**src/rtl/vga_wbuf_arbiter.sv**
```systemverilog
// ---------------------------------------------------------------------------
// vga_wbuf_arbiter
//
// Owns write port A of the shared VGA pixel BRAM. Pixel writes from the
// rangefinder plotter (rf_*) and the disparity result writer (dp_*) are
// arbitrated according to the display mode. The whole active buffer is
// swept with CLEAR_VAL after reset, after every mode change and on request.
//
// Ports:
//   clk          BRAM write clock
//   reset        asynchronous, active-low reset
//   mode         0 = rangefinder, 1 = disparity, 2/3 = combined round-robin
//   clear_req    single-cycle pulse requesting a buffer clear
//   rf_valid/rf_addr/rf_data/rf_ready   rangefinder write handshake
//   dp_valid/dp_addr/dp_data/dp_ready   disparity write handshake
//   vga_waddr/dina/ena/wea              BRAM port-A pins (registered)
//   clearing     high while a clear sweep is running
//   drop_count   saturating count of accepted-but-discarded requests
// ---------------------------------------------------------------------------
module vga_wbuf_arbiter #(
  parameter int unsigned RF_WORDS   = 307200,
  parameter int unsigned DISP_WORDS = 110592,
  parameter logic [7:0]  CLEAR_VAL  = 8'h00
) (
  input  logic        clk,
  input  logic        reset,
  input  logic [1:0]  mode,
  input  logic        clear_req,
  input  logic        rf_valid,
  input  logic [18:0] rf_addr,
  input  logic [7:0]  rf_data,
  output logic        rf_ready,
  input  logic        dp_valid,
  input  logic [18:0] dp_addr,
  input  logic [7:0]  dp_data,
  output logic        dp_ready,
  output logic [18:0] vga_waddr,
  output logic [7:0]  dina,
  output logic        ena,
  output logic        wea,
  output logic        clearing,
  output logic [15:0] drop_count
);

  // Limits carry one extra bit so RF_WORDS itself is representable.
  localparam logic [19:0] RF_LIM = 20'(RF_WORDS);
  localparam logic [19:0] DP_LIM = 20'(DISP_WORDS);

  typedef enum logic [1:0] {
    ST_INIT  = 2'd0,
    ST_CLEAR = 2'd1,
    ST_RUN   = 2'd2
  } state_e;

  state_e      state_q, state_d;
  logic [1:0]  mode_q;
  logic [18:0] cnt_q, cnt_d;
  logic        last_dp_q, last_dp_d;   // 1 = disparity was granted last
  logic [18:0] waddr_q, waddr_d;
  logic [7:0]  wdata_q, wdata_d;
  logic        wen_q, wen_d;
  logic [15:0] drop_q, drop_d;

  logic        combined;
  logic [19:0] limit;
  logic        restart;
  logic        rf_xfer, dp_xfer;
  logic        rf_write, dp_write;
  logic        rf_drop, dp_drop;
  logic [1:0]  drop_inc;
  logic [16:0] drop_sum;

  assign combined = mode[1];
  // The limit always follows the live mode input; any mode change restarts
  // the sweep, so a stale limit can never end a sweep early.
  assign limit    = (mode == 2'd1) ? DP_LIM : RF_LIM;
  assign restart  = (mode != mode_q) || clear_req;

  // -------------------------------------------------------------------------
  // Ready generation: combinational from state, mode and the valids only.
  // -------------------------------------------------------------------------
  always_comb begin
    rf_ready = 1'b0;
    dp_ready = 1'b0;
    if (state_q == ST_RUN) begin
      if (!combined) begin
        // Single-source modes accept both sides; the unused one is dropped.
        rf_ready = 1'b1;
        dp_ready = 1'b1;
      end else if (rf_valid && dp_valid) begin
        // Contention: grant whoever was not granted last.
        rf_ready = last_dp_q;
        dp_ready = !last_dp_q;
      end else begin
        rf_ready = rf_valid;
        dp_ready = dp_valid;
      end
    end
  end

  assign rf_xfer  = rf_valid && rf_ready;
  assign dp_xfer  = dp_valid && dp_ready;

  assign rf_write = rf_xfer && (mode != 2'd1) && ({1'b0, rf_addr} < limit);
  assign dp_write = dp_xfer && (mode != 2'd0) && ({1'b0, dp_addr} < limit);
  assign rf_drop  = rf_xfer && !rf_write;
  assign dp_drop  = dp_xfer && !dp_write;

  assign drop_inc = {1'b0, rf_drop} + {1'b0, dp_drop};
  assign drop_sum = {1'b0, drop_q} + {15'd0, drop_inc};

  // -------------------------------------------------------------------------
  // Next-state, write-port and bookkeeping logic.
  // -------------------------------------------------------------------------
  always_comb begin
    state_d   = state_q;
    cnt_d     = cnt_q;
    last_dp_d = last_dp_q;
    waddr_d   = waddr_q;
    wdata_d   = wdata_q;
    wen_d     = 1'b0;
    drop_d    = drop_sum[16] ? 16'hFFFF : drop_sum[15:0];

    unique case (state_q)
      ST_INIT: begin
        state_d = ST_CLEAR;
        cnt_d   = '0;
      end

      ST_CLEAR: begin
        if (restart) begin
          // The restart cycle issues no write so that address 0 is the
          // very next word written.
          cnt_d = '0;
        end else begin
          wen_d   = 1'b1;
          waddr_d = cnt_q;
          wdata_d = CLEAR_VAL;
          if ({1'b0, cnt_q} == (limit - 20'd1)) begin
            state_d = ST_RUN;
            cnt_d   = '0;
          end else begin
            cnt_d = cnt_q + 19'd1;
          end
        end
      end

      ST_RUN: begin
        // At most one of rf_write/dp_write can be set in any mode.
        if (rf_write) begin
          wen_d   = 1'b1;
          waddr_d = rf_addr;
          wdata_d = rf_data;
        end else if (dp_write) begin
          wen_d   = 1'b1;
          waddr_d = dp_addr;
          wdata_d = dp_data;
        end
        if (combined) begin
          if (rf_xfer) last_dp_d = 1'b0;
          if (dp_xfer) last_dp_d = 1'b1;
        end
        // A write accepted here still issues next cycle; the sweep follows.
        if (restart) begin
          state_d = ST_CLEAR;
          cnt_d   = '0;
        end
      end

      default: begin
        state_d = ST_INIT;
        cnt_d   = '0;
      end
    endcase
  end

  always_ff @(posedge clk or negedge reset) begin
    if (!reset) begin
      state_q   <= ST_INIT;
      mode_q    <= 2'd0;
      cnt_q     <= '0;
      last_dp_q <= 1'b0;
      waddr_q   <= '0;
      wdata_q   <= '0;
      wen_q     <= 1'b0;
      drop_q    <= '0;
    end else begin
      state_q   <= state_d;
      mode_q    <= mode;
      cnt_q     <= cnt_d;
      last_dp_q <= last_dp_d;
      waddr_q   <= waddr_d;
      wdata_q   <= wdata_d;
      wen_q     <= wen_d;
      drop_q    <= drop_d;
    end
  end

  assign vga_waddr  = waddr_q;
  assign dina       = wdata_q;
  assign ena        = wen_q;
  assign wea        = wen_q;
  assign clearing   = (state_q == ST_CLEAR);
  assign drop_count = drop_q;

endmodule

```
**config.mk**
```make
export PLATFORM = sky130hd
export DESIGN_NAME = vga_wbuf_arbiter
export DESIGN_NICKNAME = d
export VERILOG_FILES = /design/src/rtl/vga_wbuf_arbiter.sv
export SDC_FILE = /design/constraint.sdc
export NUM_CORES = 1
export LEC_CHECK = 0
export CORE_ASPECT_RATIO = 1.1
export CORE_MARGIN = 1
export CORE_UTILIZATION = 45
export CTS_CLUSTER_DIAMETER = 80
export DETAILED_ROUTE_END_ITERATION = 12
export MAX_ROUTING_LAYER = met4
export PLACE_DENSITY = 0.89
export SLEW_MARGIN = 10
export SYNTH_ARGS = -nofsm -noshare
export SYNTH_HDL_FRONTEND = slang
export SYNTH_SLANG_ARGS = --single-unit
export TNS_END_PERCENT = 30
```
**constraint.sdc**
```tcl
create_clock -name clk -period 3.1 [get_ports clk]
set_clock_uncertainty 0.15 [all_clocks]
set_input_delay 0.465 -clock clk [delete_from_list [all_inputs] [get_ports clk]]
set_output_delay 0.465 -clock clk [all_outputs]
set_load 0.05 [all_outputs]
```
==> results.toml, run 1 <==
[timing]
report.final.setup_viol = 0
post-route-worst-setup-slack_ns = 0.193
final_cycle_share = 0.938
max_slew.worst_pin.slew_ns = 0.733
final.min_clock_period_ns = 2.91
timing.hold.ws_ns = 0.231
finalMaxSlewViolations = 0
hold_viol_final = 0
rsz0062_at_grt = "no"
slew_limit_headroom = 0.508
max_freq_mhz = 344

[synth]
avgSynthCellArea_sq_um = 9.66
synth_cell_type_count = 56
synth.area.mux_share = 0.0913
post_synth_xor_area_fraction = 0.0446
synthArstFlopShare = 1.00
synth-compound-area-share = 0.139
syn_inst = 427
synth_top_family_by_area = "simple AND/OR/NAND/NOR gates"
synth_fa_ha_area_frac = 0.0352
ys_seq_area_frac = 0.413
most_area_hungry_cell_type_in_the_yosys_netlist = "dfrtp_1"
post_synth_main_area_contributors = "dfrtp_1, mux2i_1, and3_1"
syn_nets = 499
syn_area_sq_um = 4120
post-synth-top-area-fraction = 0.413
synth_enable_flop_cells = 0
synth_seq_cells = 68
post_synth_and_or_nand_nor_area_fraction = 0.223
yosysWarnings = 0
dominantRegCellSynth = "dfrtp_1"

[critical_path]
crit_chain = "clkdlybuf4s50_1 > ha_1 > o21ai_0 > o2111ai_4 > nand2_2 > fa_2 > and3b_1 > nand2_2 > nor2_4 > nand3_2 > mux2_4"
worst_path_largest_cell_delay_ns = 0.46
timing.critical_path.arrival_ns = 3.00
path_delay_family = "adder cells"
slowest_stage = "clkdlybuf4s50_1"
worst_setup_sp_type = "input pin"
most_repeated_library_cell_on_the_critical_path = "nand2_2"
cp.required_ns = 3.19
endpoint_kind_of_the_worst_setup_timing_path = "flop"
worstSetupPathType = "input pin to flop"
timing.critical_path.depth = 11
critPathMaxFanout = 2
worstRegToRegCells = 11
ff2ff_setup_slack_ns = 0.32
worst-path-buf-inv = 1

[floorplan]
floorplan.die.height_um = 102
chipWidth_um = 93.3
number_of_primary_i_o_pins = 109
core_sq_um = 8870
fp.dieArea_sq_um = 9550
placement_rows = 36
initial_core_util = 0.465

[route]
drt_wl_total_um = 11900
dr.pass1.iters = 5
drt.antenna.violating_nets = 0
count_of_unresolved_drc_violations_after_routing = 0
initialDrtViolationCount = 278
average_wire_per_standard_cell_um = 17.6
vias_per_cell = 5.86
routed-via-count = 3947

[clocking]
cts_tree = "done"
cts-buffers-inserted = 9
htreeDepth = 3
clk_root_buffer_cell = "clkbuf_8"
insertion_delay_ns = 0.35
cts-root-to-sink-buffers = 2
cts.reportedPaths.clkPinSlew_ns = 0.09
clock_sink_count = 68

[place]
dpl.hpwl_um = 8450
port_buffers = 108
post_placement_cell_count = 654
post-place-ws_ns = -0.416
gp_weighted_congestion = 0.906

[grt]
grt_pass1_wl_um = 19200
globalRouteOverflowTotal = 0
globalRouteTotalUtil = 0.266
first_global_vias = 3852
grt_max_degree = 69
number_of_antenna_violations_at_the_first_check_in_global_routing = 0

[cells_and_area]
area.growth.synth_to_final_pct = 41.4
fin_cells = 673
fillers = 669
num_antenna_cells = 0
nNetsFinal = 626
post_route_cells_drive_above_1_share = 0.161

[outcome]
outcome = "finished, final reports clean"

[power_and_ir_drop]
vdd.ir_drop.worst_mv = 0.208
p_leak_nw = 2.52
power.density_nw_per_um2 = 331

[min_path]
worstHoldPathType = "input pin to flop"
hold-path-cell-count = 2

[flow_run]
cap_viol_max_count = 0
final cells by class:
type                            instances  area [sq um]  share of cell area
Clock buffer                            9           124              0.0212
Clock inverter                          7          73.8              0.0127
Inverter                               28           105              0.0180
Multi-Input combinational cell        309          2310               0.396
Sequential cell                        68          1700               0.292
Tap cell                              114           143              0.0245
Timing Repair Buffer                  138          1370               0.236
worst register-to-register path, stage by stage (launching register included):
cell,delay (ns)
dfrtp_1,0.41
inv_1,0.11
ha_1,0.22
inv_1,0.09
a311oi_1,0.32
nand2_1,0.13
fa_2,0.37
and3b_1,0.29
nand2_2,0.10
nor2_4,0.11
nand3_2,0.09
mux2_4,0.30
per-layer routing:
| layer | GRT usage | up-vias | routed length (um) |
|---|---|---|---|
| met5 | - | - | 0 |
| met4 | 0.0817 | 0 | 257 |
| met3 | 0.0573 | 31 | 783 |
| met2 | 0.452 | 183 | 6050 |
| met1 | 0.317 | 1951 | 4760 |
| li1 | - | 1782 | - |
stage by stage:
stage          TNS, ns  power [mW]  utilization  cell area [sq um]
2_1_floorplan        0        1.03            -               4210
3_3_place_gp     -6.32        1.18        0.626               5550
3_5_place_dp    -11.27        1.18        0.626               5550
4_1_cts              0        1.94        0.650               5770
5_1_grt              0        2.00        0.657               5830
6_report             0        1.93        0.657               5830
state kept, by name, indices dropped and copies added (netlist names):
name	count
cnt_q	19
dina	8
drop_count	16
ena	1
last_dp_q	1
mode_q	2
state_q	2
vga_waddr	19
where the power goes:
group | internal, mW | switching, mW | total [mW] | leakage, nW
combinational | 0.137 | 0.138 | 0.275 | 1.48
clock | 0.376 | 0.376 | 0.752 | 0.100
sequential | 0.895 | 0.00717 | 0.902 | 0.934
total | 1.41 | 0.521 | 1.93 | 2.52
final timing paths:
check	startpoint	to
max reg2reg	state_q[0]$_DFFE_PN0P_	drop_count[15]$_DFF_PN0_
max	rf_addr[18]	drop_count[15]$_DFF_PN0_
min	mode[0]	mode_q[0]$_DFF_PN0_
min reg2reg	vga_waddr[15]$_DFFE_PN0P_	vga_waddr[15]$_DFFE_PN0P_
max in group asynchronous	reset	vga_waddr[16]$_DFFE_PN0P_
min in group asynchronous	reset	mode_q[0]$_DFF_PN0_
timing repair:
item	4_1_cts	5_1_grt
pin swaps	1	6
setup buffers	1	1
cloned	0	0
gates resized for setup	1	13
endpoints found under the setup margin	8	33
hold buffers	1	0
endpoints found under the hold margin	39	0
logic make-up after synthesis:
logic type | Yosys count
AND/OR/NAND/NOR | 164
AO/OA/AOI/OAI | 80
flip-flops | 68
buffers and inverters | 50
multiplexers | 33
XOR/XNOR | 21
adder cells (fa/ha/maj) | 11
synth_stat cells (2+ instances only):
cell type / count
a31oi_1: 5
mux2_4: 7
xor2_1: 10
nor4b_1: 2
a221oi_1: 13
nand4b_1: 4
and4_1: 2
a21oi_1: 21
dfrtp_1: 68
and3_1: 23
nor3_1: 5
a22o_1: 2
o21ai_0: 17
buf_2: 5
a41oi_1: 2
nand2_1: 38
xnor2_1: 11
clkbuf_1: 11
nand4_1: 6
mux2_2: 9
nand3_1: 27
nor2_1: 17
or4_4: 2
nor4b_2: 2
or3_1: 3
nand2b_1: 3
buf_6: 2
o21ai_1: 5
buf_1: 2
mux2i_1: 17
a221o_1: 5
and2_1: 22
inv_1: 27
ha_1: 10
placed cells by master, fill, tap and decap left out, types with 3 or more instances in the layout:
cell type	synthesis	routed
mux2_2	9	8
and2_1	22	22
ha_1	10	8
nand2b_1	3	3
a221o_1	5	5
a21oi_1	21	21
nor3_1	5	5
buf_4	1	24
nand4b_1	4	4
or3_1	3	3
nand3_1	27	25
clkdlybuf4s50_1	0	103
a31oi_1	5	5
mux2i_1	17	17
a221oi_1	13	13
and3_1	23	23
inv_1	27	26
mux2_4	7	8
xnor2_1	11	11
buf_12	0	5
o21ai_0	17	16
clkbuf_8	0	9
xor2_1	10	10
nand4_1	6	6
o21ai_1	5	5
nor2_1	17	15
dfrtp_1	68	68
nand2_1	38	35
Power figures use the tool's default switching activity.
==> inputs of run 2 (changes only) <==
--- a/config.mk
+++ b/config.mk
@@ -12,6 +12,8 @@
 export DETAILED_ROUTE_END_ITERATION = 12
 export MAX_ROUTING_LAYER = met4
 export PLACE_DENSITY = 0.89
+export SETUP_SLACK_MARGIN = 0.05
+export SKIP_CTS_REPAIR_TIMING = 1
 export SLEW_MARGIN = 10
 export SYNTH_ARGS = -nofsm -noshare
 export SYNTH_HDL_FRONTEND = slang
==> results.toml, run 2 (same netlist as run 1, synthesis figures left out) <==
[grt]
globalRouteTotalUtil = 0.269
globalRouteOverflowTotal = 0
first_global_vias = 3828
grt_max_degree = 36
grt_pass1_wl_um = 19200
number_of_antenna_violations_at_the_first_check_in_global_routing = 0

[critical_path]
ff2ff_setup_slack_ns = 0.06
critPathMaxFanout = 3
worst_setup_sp_type = "flop"
timing.critical_path.arrival_ns = 3.13
endpoint_kind_of_the_worst_setup_timing_path = "flop"
cp.required_ns = 3.19
worstSetupPathType = "flop to flop"
worstRegToRegCells = 11

[timing]
slew_limit_headroom = 0.443
final.min_clock_period_ns = 3.04
hold_viol_final = 0
max_freq_mhz = 329
max_slew.worst_pin.slew_ns = 0.836
final_cycle_share = 0.981
report.final.setup_viol = 0
finalMaxSlewViolations = 0

[floorplan]
number_of_primary_i_o_pins = 109
floorplan.die.height_um = 102
chipWidth_um = 93.3
core_sq_um = 8870
initial_core_util = 0.465
fp.dieArea_sq_um = 9550
placement_rows = 36

[route]
routed-via-count = 3956
vias_per_cell = 5.91
drt.antenna.violating_nets = 0
drt_wl_total_um = 12500
count_of_unresolved_drc_violations_after_routing = 0
initialDrtViolationCount = 366
dr.pass1.iters = 5
average_wire_per_standard_cell_um = 18.7

[place]
port_buffers = 108
dpl.hpwl_um = 8590
place_area_sq_um = 5550
gp_weighted_congestion = 0.993

[cells_and_area]
nNetsFinal = 622
finalInstanceArea_sq_um = 5810
area.growth.synth_to_final_pct = 40.8
num_antenna_cells = 0
layout_commonest_cell = "clkdlybuf4s50_1"
post_route_cells_drive_above_1_share = 0.157
layout_common_cells = "clkdlybuf4s50_1, dfrtp_1, nand2_1, inv_1, nand3_1"
fillers = 653

[clocking]
cts-root-to-sink-buffers = 2
htreeDepth = 3
cts-buffers-inserted = 9
cts_tree = "done"
clk_root_buffer_cell = "clkbuf_8"
clock_sink_count = 68
cts.reportedPaths.clkPinSlew_ns = 0.08
insertion_delay_ns = 0.36

[outcome]
outcome = "finished, final reports clean"

[power_and_ir_drop]
power.density_nw_per_um2 = 335
p_leak_nw = 2.50
totalPowerFinal_mw = 1.94
vdd.ir_drop.worst_mv = 0.222

[min_path]
worstHoldPathType = "input pin to asynchronous set/reset pin"

[flow_run]
cap_viol_max_count = 0
## run 2: power by group
| group | total [mW] | internal (mW) | switching, mW | leakage (nW) |
|---|---|---|---|---|
| Combinational | 0.266 | 0.129 | 0.137 | 1.47 |
| Clock | 0.776 | 0.417 | 0.359 | 0.102 |
| Sequential | 0.903 | 0.895 | 0.00783 | 0.934 |
## run 2: final timing paths
check                                        from                  endpoint
max                        state_q[0]$_DFFE_PN0P_  drop_count[15]$_DFF_PN0_
min                                         reset  vga_waddr[7]$_DFFE_PN0P_
max reg2reg                state_q[0]$_DFFE_PN0P_  drop_count[15]$_DFF_PN0_
min reg2reg                   dina[5]$_DFFE_PN0P_       dina[5]$_DFFE_PN0P_
max in group asynchronous                   reset   drop_count[5]$_DFF_PN0_
min in group clk                          mode[0]       mode_q[0]$_DFF_PN0_
## run 2: per-layer routing
layer	routed length, um	track usage	vias up	share of wire
li1	-	-	1781	-
met3	963	0.0476	27	0.077
met4	247	0.0793	0	0.020
met5	0	-	-	0
met2	6270	0.451	208	0.50
met1	4990	0.333	1940	0.40
## run 2: layout make-up
| type | count | area, sq um | share of cell area |
|---|---|---|---|
| Multi-Input combinational cell | 309 | 2310 | 0.398 |
| Clock inverter | 5 | 58.8 | 0.0101 |
| Clock buffer | 11 | 151 | 0.0261 |
| Inverter | 28 | 108 | 0.0185 |
| Tap cell | 114 | 143 | 0.0246 |
| Sequential cell | 68 | 1700 | 0.293 |
| Timing Repair Buffer | 134 | 1340 | 0.230 |
## run 2: per-stage QoR
stage / util / setup slack [ns] / hold slack [ns] / instances / setup TNS [ns]
2_1_floorplan: - / 0.0504 / 0.0194 / 427 / 0
3_3_place_gp: 0.626 / -0.282 / 0.341 / 651 / -3.15
3_5_place_dp: 0.626 / -0.354 / 0.347 / 651 / -5.95
4_1_cts: 0.650 / -0.0404 / 0.0770 / 667 / -0.0420
5_1_grt: 0.654 / -0.00693 / 0.122 / 669 / -0.00693
6_report: 0.654 / 0.0584 / 0.0658 / 669 / 0
## run 2: worst max-delay path: stages, from the launching register on
cell and delay [ns]:
dfrtp_1 0.40, inv_1 0.11, ha_1 0.20, inv_1 0.07, a311oi_1 0.52, nand2_1 0.16, fa_2 0.38, and3b_2 0.29
nand2_4 0.06, nor2_4 0.14, nand3_2 0.14, mux2_4 0.32
==> inputs of run 3 (changes only) <==
--- a/config.mk
+++ b/config.mk
@@ -5,6 +5,7 @@
 export SDC_FILE = /design/constraint.sdc
 export NUM_CORES = 1
 export LEC_CHECK = 0
+export CAP_MARGIN = 10
 export CORE_ASPECT_RATIO = 1.1
 export CORE_MARGIN = 1
 export CORE_UTILIZATION = 45
@@ -13,7 +14,6 @@
 export MAX_ROUTING_LAYER = met4
 export PLACE_DENSITY = 0.89
 export SETUP_SLACK_MARGIN = 0.05
-export SKIP_CTS_REPAIR_TIMING = 1
 export SLEW_MARGIN = 10
 export SYNTH_ARGS = -nofsm -noshare
 export SYNTH_HDL_FRONTEND = slang
==> results.toml, run 3 (same netlist as run 1, synthesis figures left out) <==
[floorplan]
initial_core_util = 0.465
core_sq_um = 8870
fp.dieArea_sq_um = 9550
number_of_primary_i_o_pins = 109
floorplan.die.height_um = 102
placement_rows = 36
chipWidth_um = 93.3

[outcome]
outcome = "finished, final reports clean"

[timing]
slew_limit_headroom = 0.436
hold_viol_final = 0
final.min_clock_period_ns = 2.95
rsz0062_at_grt = "no"
report.final.setup_viol = 0
post-route-worst-setup-slack_ns = 0.150
max_freq_mhz = 339
final_cycle_share = 0.952
max_slew.worst_pin.slew_ns = 0.846
finalMaxSlewViolations = 0

[critical_path]
endpoint_kind_of_the_worst_setup_timing_path = "flop"
worst_setup_sp_type = "flop"
worstSetupPathType = "flop to flop"
ff2ff_setup_slack_ns = 0.15
critPathMaxFanout = 3
cp.required_ns = 3.19
timing.critical_path.arrival_ns = 3.04

[clocking]
cts.reportedPaths.clkPinSlew_ns = 0.07
insertion_delay_ns = 0.36
hold_fix_buffers_cts = 0
clock_sink_count = 68
cts-buffers-inserted = 9
htreeDepth = 3
clk_root_buffer_cell = "clkbuf_8"
cts-root-to-sink-buffers = 2
cts_tree = "done"

[power_and_ir_drop]
power.density_nw_per_um2 = 334
clockPowerShare = 0.398
p_leak_nw = 2.50
power_frac_seq = 0.465
power.share.switching = 0.258
comb_power_share = 0.137
vdd.ir_drop.worst_mv = 0.223
power.net_switching_mw = 0.501
design_internal_power_mw = 1.44

[grt]
grt_max_degree = 36
globalRouteOverflowTotal = 0
grt_pass1_wl_um = 19200
globalRouteTotalUtil = 0.269
number_of_antenna_violations_at_the_first_check_in_global_routing = 0
first_global_vias = 3829

[cells_and_area]
layout_common_cells = "clkdlybuf4s50_1, dfrtp_1, nand2_1, inv_1, nand3_1"
fillers = 653
layout_commonest_cell = "clkdlybuf4s50_1"
multi_input_comb_area_sq_um = 2310
nNetsFinal = 622
utilization_after_layout = 0.654
register_area_sq_um = 1700
num_antenna_cells = 0
fin_cells = 669
post_route_cells_drive_above_1_share = 0.157
area.growth.synth_to_final_pct = 40.8

[route]
dr.pass1.iters = 6
count_of_unresolved_drc_violations_after_routing = 0
average_wire_per_standard_cell_um = 18.4
initialDrtViolationCount = 339
vias_per_cell = 5.86
drt_wl_total_um = 12300
routed-via-count = 3923
drt.antenna.violating_nets = 0

[place]
dpl.hpwl_um = 8590
port_buffers = 108
gp_weighted_congestion = 0.993
post_placement_cell_count = 651
post-place-ws_ns = -0.354

[flow_run]
cap_viol_max_count = 0

[min_path]
worstHoldPathType = "input pin to asynchronous set/reset pin"
[run 3: through the flow]
stage / power (mW) / hold slack [ns] / instance area [sq um] / TNS, ns
finish: 1.94 / 0.0699 / 5810 / 0
global route: 2.02 / 0.122 / 5810 / 0
CTS: 1.95 / 0.0770 / 5780 / 0
detailed placement: 1.18 / 0.347 / 5550 / -5.95
global placement: 1.18 / 0.341 / 5550 / -3.15
floorplan: 1.03 / 0.0194 / 4240 / 0
[run 3: final cells by class]
class,instances,share of cell area
clock inverter,5,0.0101
sequential,68,0.293
tap,114,0.0246
multi-input combinational,309,0.398
clock buffer,11,0.0261
inverter,28,0.0185
timing repair buffer,134,0.230
[run 3: what timing repair did]
action	CTS	global route
setup buffers	1	0
gates cloned	0	1
gates resized for setup	2	7
pin swaps	3	5
setup endpoints to repair	5	16
[run 3: power groups by stage]
stage,Sequential [mW],Combinational [mW],Clock (mW)
after floorplan,0.939,0.0928,0
after global placement,0.918,0.259,0
after detailed placement,0.919,0.263,0
after CTS,0.902,0.265,0.781
after global routing,0.903,0.284,0.833
final,0.903,0.266,0.773
[run 3: worst paths after layout]
kind / to / cells past startpoint / startpoint
max in group asynchronous: drop_count[9]$_DFF_PN0_ / 2 / reset
min reg2reg: dina[5]$_DFFE_PN0P_ / 1 / dina[5]$_DFFE_PN0P_
min: vga_waddr[7]$_DFFE_PN0P_ / 1 / reset
min in group clk: mode_q[0]$_DFF_PN0_ / 2 / mode[0]
max reg2reg: drop_count[15]$_DFF_PN0_ / 11 / state_q[0]$_DFFE_PN0P_
max: drop_count[15]$_DFF_PN0_ / 11 / state_q[0]$_DFFE_PN0P_
[run 3: metal layers]
layer / up-vias / track usage / part of all wire
li1: 1783 / - / -
met1: 1935 / 0.332 / 0.40
met2: 193 / 0.451 / 0.51
met3: 12 / 0.0476 / 0.081
met4: 0 / 0.0793 / 0.011
met5: - / - / 0
[run 3: worst max-delay path: stages (launching register included)]
cell and delay [ns]:
dfrtp_1 0.40, inv_1 0.11, ha_1 0.20, inv_1 0.07
a311oi_1 0.43, nand2_1 0.17, fa_2 0.39, and3b_2 0.28
nand2_4 0.06, nor2_4 0.14, nand3_2 0.11, mux2_4 0.31
